===== src/rtl/sprite_plotter_pkg.sv =====
// Shared object IDs, sprite geometry, colours and screen bounds for the sprite plotter.
package sprite_plotter_pkg;

  typedef enum logic [3:0] {
    OBJ_PLAYER = 4'd0,
    OBJ_ENEMY1 = 4'd1,
    OBJ_ENEMY2 = 4'd2,
    OBJ_ENEMY3 = 4'd3,
    OBJ_ENEMY4 = 4'd4,
    OBJ_BULLET = 4'd5
  } obj_id_t;

  typedef enum logic [1:0] {
    ST_LATCH,
    ST_PLOT,
    ST_DONE
  } plot_state_t;

  localparam logic [3:0] PLAYER_W = 4'd8;
  localparam logic [3:0] PLAYER_H = 4'd8;
  localparam logic [3:0] ENEMY_W  = 4'd8;
  localparam logic [3:0] ENEMY_H  = 4'd8;
  localparam logic [3:0] BULLET_W = 4'd2;
  localparam logic [3:0] BULLET_H = 4'd4;

  localparam logic [2:0] PLAYER_COLOUR = 3'b010;
  localparam logic [2:0] ENEMY_COLOUR  = 3'b100;
  localparam logic [2:0] BULLET_COLOUR = 3'b111;
  localparam logic [2:0] ERASE_COLOUR  = 3'b000;

  localparam int unsigned SCREEN_W = 160;
  localparam int unsigned SCREEN_H = 120;

endpackage


===== src/rtl/sprite_plotter_scan.sv =====
// Raster scan of a W x H sprite: dx runs fastest, dy advances when dx wraps.
module pixel_scan_counter
  import sprite_plotter_pkg::*;
(
  input  logic       clk,
  input  logic       resetn,
  input  logic [3:0] i_width,
  input  logic [3:0] i_height,
  input  logic       i_enable,
  input  logic       i_clear,
  output logic [2:0] o_dx,
  output logic [2:0] o_dy,
  output logic       o_last
);

  logic [2:0] r_dx;
  logic [2:0] r_dy;
  logic       w_row_end;
  logic       w_col_end;

  // End-of-row / end-of-column detection for the current offsets.
  always_comb begin
    w_row_end = ({1'b0, r_dx} == (i_width  - 4'd1));
    w_col_end = ({1'b0, r_dy} == (i_height - 4'd1));
  end

  // Offset registers: cleared on reset or clear, advanced only while enabled.
  always_ff @(posedge clk) begin
    if (!resetn || i_clear) begin
      r_dx <= '0;
      r_dy <= '0;
    end else if (i_enable) begin
      if (w_row_end) begin
        r_dx <= '0;
        r_dy <= w_col_end ? 3'd0 : r_dy + 3'd1;
      end else begin
        r_dx <= r_dx + 3'd1;
      end
    end
  end

  assign o_dx   = r_dx;
  assign o_dy   = r_dy;
  assign o_last = w_row_end && w_col_end;

endmodule


===== src/rtl/sprite_plotter.sv =====
// Draws one selected sprite per LATCH/PLOT/DONE pass, emitting registered VGA pixel writes.
module sprite_plotter
  import sprite_plotter_pkg::*;
(
  input  logic       clk,
  input  logic       resetn,
  input  logic [3:0] obj_sel,
  input  logic       enable,
  input  logic [7:0] player_x,
  input  logic [6:0] player_y,
  input  logic [7:0] enemy_x [0:3],
  input  logic [6:0] enemy_y [0:3],
  input  logic [3:0] enemy_alive,
  input  logic [7:0] bullet_x,
  input  logic [6:0] bullet_y,
  input  logic       bullet_active,
  output logic [7:0] x,
  output logic [6:0] y,
  output logic [2:0] colour,
  output logic       plot,
  output logic       done
);

  plot_state_t r_state, w_next;

  logic [7:0] r_base_x;
  logic [6:0] r_base_y;
  logic [3:0] r_w, r_h;
  logic [2:0] r_obj_colour;

  logic [7:0] r_x;
  logic [6:0] r_y;
  logic [2:0] r_colour;
  logic       r_plot, r_done;

  logic [7:0] w_ld_x;
  logic [6:0] w_ld_y;
  logic [3:0] w_ld_w, w_ld_h;
  logic [2:0] w_ld_colour;
  logic [1:0] w_enemy_idx;

  logic       w_scan_clear, w_scan_en;
  logic [2:0] w_dx, w_dy;
  logic       w_last;
  logic [8:0] w_sum_x;
  logic [7:0] w_sum_y;

  pixel_scan_counter u_scan (
    .clk      (clk),
    .resetn   (resetn),
    .i_width  (r_w),
    .i_height (r_h),
    .i_enable (w_scan_en),
    .i_clear  (w_scan_clear),
    .o_dx     (w_dx),
    .o_dy     (w_dy),
    .o_last   (w_last)
  );

  // Select position, size and colour of the object named by obj_sel.
  always_comb begin
    w_enemy_idx = obj_sel[1:0] - 2'd1;
    w_ld_x      = player_x;
    w_ld_y      = player_y;
    w_ld_w      = PLAYER_W;
    w_ld_h      = PLAYER_H;
    w_ld_colour = PLAYER_COLOUR;
    case (obj_sel)
      OBJ_ENEMY1, OBJ_ENEMY2, OBJ_ENEMY3, OBJ_ENEMY4: begin
        w_ld_x      = enemy_x[w_enemy_idx];
        w_ld_y      = enemy_y[w_enemy_idx];
        w_ld_w      = ENEMY_W;
        w_ld_h      = ENEMY_H;
        w_ld_colour = enemy_alive[w_enemy_idx] ? ENEMY_COLOUR : ERASE_COLOUR;
      end
      OBJ_BULLET: begin
        w_ld_x      = bullet_x;
        w_ld_y      = bullet_y;
        w_ld_w      = BULLET_W;
        w_ld_h      = BULLET_H;
        w_ld_colour = bullet_active ? BULLET_COLOUR : ERASE_COLOUR;
      end
      default: ;
    endcase
  end

  // State register.
  always_ff @(posedge clk) begin
    if (!resetn) r_state <= ST_LATCH;
    else         r_state <= w_next;
  end

  // Next-state logic and scan-counter control.
  always_comb begin
    w_next       = r_state;
    w_scan_clear = 1'b0;
    w_scan_en    = 1'b0;
    case (r_state)
      ST_LATCH: begin
        w_scan_clear = 1'b1;
        w_next       = (obj_sel > OBJ_BULLET) ? ST_DONE : ST_PLOT;
      end
      ST_PLOT: begin
        w_scan_en = enable;
        if (enable && w_last) w_next = ST_DONE;
      end
      ST_DONE:  w_next = ST_LATCH;
      default:  w_next = ST_LATCH;
    endcase
  end

  // Object attributes are captured only in LATCH so mid-scan input changes are ignored.
  always_ff @(posedge clk) begin
    if (!resetn) begin
      r_base_x     <= '0;
      r_base_y     <= '0;
      r_w          <= '0;
      r_h          <= '0;
      r_obj_colour <= '0;
    end else if (r_state == ST_LATCH) begin
      r_base_x     <= w_ld_x;
      r_base_y     <= w_ld_y;
      r_w          <= w_ld_w;
      r_h          <= w_ld_h;
      r_obj_colour <= w_ld_colour;
    end
  end

  // Widened sums so off-screen coordinates cannot wrap back on screen.
  always_comb begin
    w_sum_x = {1'b0, r_base_x} + {6'b0, w_dx};
    w_sum_y = {1'b0, r_base_y} + {5'b0, w_dy};
  end

  // Registered pixel outputs; plot/done share the one-cycle lag of x/y.
  always_ff @(posedge clk) begin
    if (!resetn) begin
      r_x      <= '0;
      r_y      <= '0;
      r_colour <= '0;
      r_plot   <= 1'b0;
      r_done   <= 1'b0;
    end else begin
      r_plot <= 1'b0;
      r_done <= (r_state == ST_DONE);
      if (r_state == ST_PLOT && enable) begin
        r_x      <= w_sum_x[7:0];
        r_y      <= w_sum_y[6:0];
        r_colour <= r_obj_colour;
        r_plot   <= (w_sum_x < 9'(SCREEN_W)) && (w_sum_y < 8'(SCREEN_H));
      end
    end
  end

  assign x      = r_x;
  assign y      = r_y;
  assign colour = r_colour;
  assign plot   = r_plot;
  assign done   = r_done;

endmodule


===== config.mk =====
export PLATFORM = sky130hd
export DESIGN_NAME = sprite_plotter
export DESIGN_NICKNAME = d
export VERILOG_FILES = /design/src/rtl/sprite_plotter_pkg.sv /design/src/rtl/sprite_plotter_scan.sv /design/src/rtl/sprite_plotter.sv
export SDC_FILE = /design/constraint.sdc
export NUM_CORES = 1
export LEC_CHECK = 0
export BUFFER_PORTS_ARGS = -buffer_cell sky130_fd_sc_hd__clkbuf_2
export CAP_MARGIN = 20
export CORE_AREA = 5 5 97 99
export CTS_BUF_LIST = sky130_fd_sc_hd__clkbuf_8
export DETAILED_ROUTE_END_ITERATION = 7
export DIE_AREA = 0 0 102 104
export PLACE_DENSITY_LB_ADDON = 0.25
export REMOVE_ABC_BUFFERS = 1
export SLEW_MARGIN = 20
export SYNTH_ARGS = -nofsm -noshare
export SYNTH_HDL_FRONTEND = slang
export SYNTH_SLANG_ARGS = --single-unit

===== constraint.sdc =====
create_clock -name clk -period 2.1 [get_ports clk]
set_input_delay 0.21 -clock clk [delete_from_list [all_inputs] [get_ports clk]]
set_output_delay 0.21 -clock clk [all_outputs]
set_load 0.05 [all_outputs]

# Yosys cells after proc, flatten, opt, wreduce, memory -nomap -nowiden

Index checks and enable logic that the tools add are counted.

Output and inout bits: 20
Logic and storage cells: 68
Bits in registers: 54
Input bits: 102

Eq/ne operators: 10
Reductions and logical operators: 10
Bitwise operators: 1
Mux-type cells: 22
Magnitude comparators: 5
Add/subtract/negate cells: 7

Operators by type and width:

| operator            | number |
|---|---|
| $bmux 8 s2          | 1 |
| $mux 8              | 2 |
| $pmux 8 s2          | 1 |
| $bmux 7 s2          | 1 |
| $mux 7              | 2 |
| $pmux 7 s2          | 1 |
| $mux 3              | 4 |
| $add 8x3->9         | 1 |
| $lt 9x8->1 const B  | 1 |
| $add 7x3->8         | 1 |
| $eq 3x4->1          | 2 |
| $eq 4x2->1 const B  | 2 |
| $eq 4x3->1 const B  | 2 |
| $lt 8x7->1 const B  | 1 |
| $mux 4              | 2 |
| $sub 4x1->4 const B | 2 |
| $add 3x1->3 const B | 2 |
| $pmux 3 s2          | 1 |
| $eq 4x1->1 const B  | 1 |
| $gt 4x3->1 const B  | 1 |
| $logic_and 1x1->1   | 4 |
| $mux 2              | 2 |
| $pmux 2 s2          | 1 |
| $reduce_and 2->1    | 2 |
| 13 further kinds    | 15 |

# Logic depth before layout (Yosys ltp)

Depth in word-level cells: 6
Mapped depth: 9
Depth with buffers taken out: 7

# Modules after synthesis

Synthesis repeated with hierarchy kept, for this count alone.

Cells, all modules: 321
Area, all modules: 3029.2 µm²

Modules (own cells, without submodules):

| module             | times used | sequential area each (µm²) | cells an instance | area an instance (µm²) |
|---|---|---|---|---|
| sprite_plotter     | 1          | 840.8                      | 268               | 2571.2 |
| pixel_scan_counter | 1          | 120.1                      | 53                | 457.9 |

# Least setup slack after synthesis

OpenSTA, ideal clock, no wires.

Kind: input to register
Start point: in obj_sel[0]
End point: reg r_base_x[3]
Cell stages on the path: 9
Arrival: 1.935 ns
Data required time: 1.976 ns
Path slack: 0.040 ns
Path through: buf_6 buf_12 inv_1 ha_1 clkbuf_1 buf_2 mux4_2 a221oi_1 a21oi_1

Longest elaborated chain between the ends: 6

Ends and longest elaborated chain:

| element                                    | line                  | text |
|---|---|---|
| from (decl)                                | sprite_plotter.sv:7   | `input logic [3:0] obj_sel,` |
| $sub 2x1->2                                | sprite_plotter.sv:62  | `w_enemy_idx = obj_sel[1:0] - 2'd1;` |
| $not 2->3 (implied by the code)            | sprite_plotter.sv:70  | `w_ld_x = enemy_x[w_enemy_idx];` |
| $bmux 8 s2                                 | sprite_plotter.sv:70  |  |
| $mux 8 (implied by the code) (2 in series) | sprite_plotter.sv:70  |  |
| $pmux 8 s2 (*)                             | sprite_plotter.sv:68  | `case (obj_sel)` |
| to (signal assigned)                       | sprite_plotter.sv:121 | `r_base_x <= w_ld_x;` |
| to (decl)                                  | sprite_plotter.sv:26  | `logic [7:0] r_base_x;` |

Every way passes the cells marked *; elsewhere a longest branch is shown, timed or not. The select of a mux whose other input is x is not followed.
A chain may end at the register's enable or synchronous reset.

# Worst setup path after layout

Start point: reg u_scan.r_dx[2] (netlist: u_scan.o_dx[2])
End point: reg r_plot (netlist: plot)

Longest elaborated chain between the ends: 3

Ends and longest elaborated chain:

| element                | line                      | text |
|---|---|---|
| from (decl)            | sprite_plotter_scan.sv:16 | `logic [2:0] r_dx;` |
| from (signal assigned) | sprite_plotter_scan.sv:37 | `r_dx <= r_dx + 3'd1;` |
| $add 8x3->9            | sprite_plotter.sv:131     | `w_sum_x = {1'b0, r_base_x} + {6'b0, w_dx};` |
| $lt 9x8->1             | sprite_plotter.sv:150     | `r_plot <= (w_sum_x < 9'(SCREEN_W)) && (w_sum_y < 8'(SCREEN_H));` |
| $logic_and 1x1->1      | sprite_plotter.sv:150     |  |
| to (signal assigned)   | sprite_plotter.sv:150     |  |
| to (decl)              | sprite_plotter.sv:34      | `logic r_plot, r_done;` |

Every way passes these cells.

==> reports/metrics.yaml <==
fin_total_pwr_mw: 2.33
track_usage_pct: 15.6
gp_congestion: 0.770
async_flop_share_pct: 0
critPathKind: "reg -> reg"
max-clock-path-buffers: 2
worstMarginPinSlew_ns: 0.784
report.final.slew_viol_count: 0
period_needed_ns: 1.91
grt_max_degree: 28
drtIter0Drc: 110
nNetsFinal: 551
grt_pass1_vias: 2960
setup_violations: 0
synth_area_leaders: "dfxtp_1 32%, mux4_2 9.8%, a21oi_1 6.1%"
gr-total-overflow: 0
drc: 0
pre_cts_slack_ns: -0.169
final_layout_size_suffix_gt1_share_pct: 38.9
cts.htree.levels: 2
numCtsBuffers: 5
antenna_found_initial: 0
clkSinkCount: 48
worstPathRequired_ns: 2.30
area_growth_pct: 29.0
synth_seq_area_share_pct: 32.3
core_mm2: 0.00847
synth_area_mm2: 0.00297
synth_cells: 318
grt_pass1_wl_mm: 13.7
status: "finished clean"
drtAntennaViolNets: 0
post_cts_buffers: 0
ys_ff_latch: 48
ys_warn_count: 0
syn_avg_cell_area_um2: 9.35
wl_mm: 8.09
synth_top_area_share_pct: 32.3
ioPinCount: 122
hold_violations: 0
multi_input_area_mm2: 0.00188
fin_crit_sh_pct: 91.1
synth.most_common_cell: "dfxtp_1"
fmax_mhz: 523
synth_enable_flop_cells: 0
die_y_um: 104
clk_latency_ns: 0.30
regArea_um2: 963
rsz0062_at_grt: "no"
crit_path_max_fanout: 6
endpoint_kind: "flip-flop"
max_cap_violations: 0
start_util_pct: 35.1
rows: 34
clkTransAtPathRegs_ns: 0.09
ys.flop_type: "dfxtp_1"
max_slew_margin_pct: 47.7
cts_tree: "yes"
power.leakage_nw: 1.66
hp-class: "in -> reg"
yosysUniqueCellTypes: 51
fillers: 841
dieArea_mm2: 0.0106
die_w_um: 102
ir_drop_mv: 0.270
avgRoutedWirePerCell_um: 14.9
diodes: 0
finClkSkew_ns: 0.00538
vias: 2853
startpoint_type: "flip-flop"
synth_top_area_cell: "dfxtp_1"
synth_top_cells_by_count: "48 x dfxtp_1, 42 x nand2_1, 36 x a21oi_1"
root_buffer: "clkbuf_8"
io_buffers: 121
detailed_place_hpwl_mm: 6.62
fin_ws_ns: 0.187
first_pass_iters: 4
arrival_ns: 2.11
power.density_mw_per_mm2: 607
routed_via_density: 5.25
## metal layers
layer  global-route usage (%)  routed length [um]  vias to the layer above  part of all wire (%)
met1                     20.4                3630                     1305                    45
met3                     4.02                 630                        7                   7.8
met2                     25.6                3760                      105                    46
met5                        0                   0                        -                     0
met4                     3.75                  78                        0                  0.96
li1                         -                   -                     1436                     -
## layout make-up
| cell class | count | area share [%] |
|---|---|---|
| clock buffers | 7 | 2.51 |
| clock inverters | 1 | 0.783 |
| inverters | 10 | 0.978 |
| multi-input cells | 239 | 48.9 |
| flip-flops and latches | 48 | 25.1 |
| well taps | 108 | 3.52 |
| repair buffers | 130 | 18.2 |
## critical path, stage by stage, from the launching register on
cell,delay [ns]
dfxtp_1,0.49
ha_1,0.35
o211a_1,0.25
a211o_1,0.29
o311a_1,0.14
a2111oi_2,0.31
## path summary, 6_finish.rpt
kind | from | end | slack, ns | depth (start not counted)
hold / removal | player_y[5] | r_base_y[5] | 0.13 | 3
setup / recovery | u_scan.o_dx[2] | plot | 0.19 | 5
setup reg to reg | u_scan.o_dx[2] | plot | 0.19 | 5
hold reg to reg | y[2] | y[2] | 0.45 | 2
## flip-flops by register name, indices dropped and copies added (netlist names)
register,count
r_obj_colour,3
colour,3
done,1
u_scan.o_dy,3
y,7
x,8
plot,1
r_base_y,7
r_h,2
u_scan.o_dx,3
r_state,2
r_base_x,8
## power by group
part           switching (mW)  leakage [nW]  total [mW]  internal (mW)
clock                   0.302        0.0645       0.722          0.420
sequential             0.0627         0.394        1.04          0.975
combinational           0.301          1.20       0.569          0.268
## placed cells by master, fill, tap and decap left out, types with 3 or more instances in the layout
master	count
nand3_1	7
nand3b_1	3
o21ai_0	29
mux4_1	3
inv_1	10
a211oi_1	7
a221oi_2	7
mux4_2	13
xor2_1	6
nor3b_1	3
clkbuf_2	121
nand2b_1	5
dfxtp_1	46
nor2b_1	4
a221oi_1	10
clkbuf_8	7
a31oi_1	3
nor2_1	11
ha_1	13
a21oi_1	36
nand2_1	42
buf_4	7
## what timing repair did
| action | CTS | global route |
|---|---|---|
| hold buffers | 0 | 0 |
| resized for setup | 0 | 3 |
| endpoints found under the hold margin | 0 | 0 |
| setup endpoints to repair | 0 | 3 |
## cell families after synthesis
logic type,synth area share [%]
mux,12.5
flops,32.3
compound gates,24.1
fa+ha+maj,6.82
simple gates,16.9
xor+xnor,2.36
buf+inv,5.01
## through the flow
| step | hold WS [ns] | util, % | setup TNS (ns) | area, um2 | std cells |
|---|---|---|---|---|---|
| after global placement | 0.438 | 43.7 | -0.118 | 3700 | 535 |
| after floorplan | 0.332 | - | 0 | 2860 | 297 |
| final | 0.125 | 45.3 | 0 | 3840 | 543 |
| after CTS | 0.117 | 45.2 | 0 | 3820 | 543 |
| after global routing | 0.122 | 45.3 | 0 | 3840 | 543 |
| after detailed placement | 0.438 | 43.7 | -0.326 | 3700 | 535 |
Note: power is estimated with default switching activity, not from simulation.
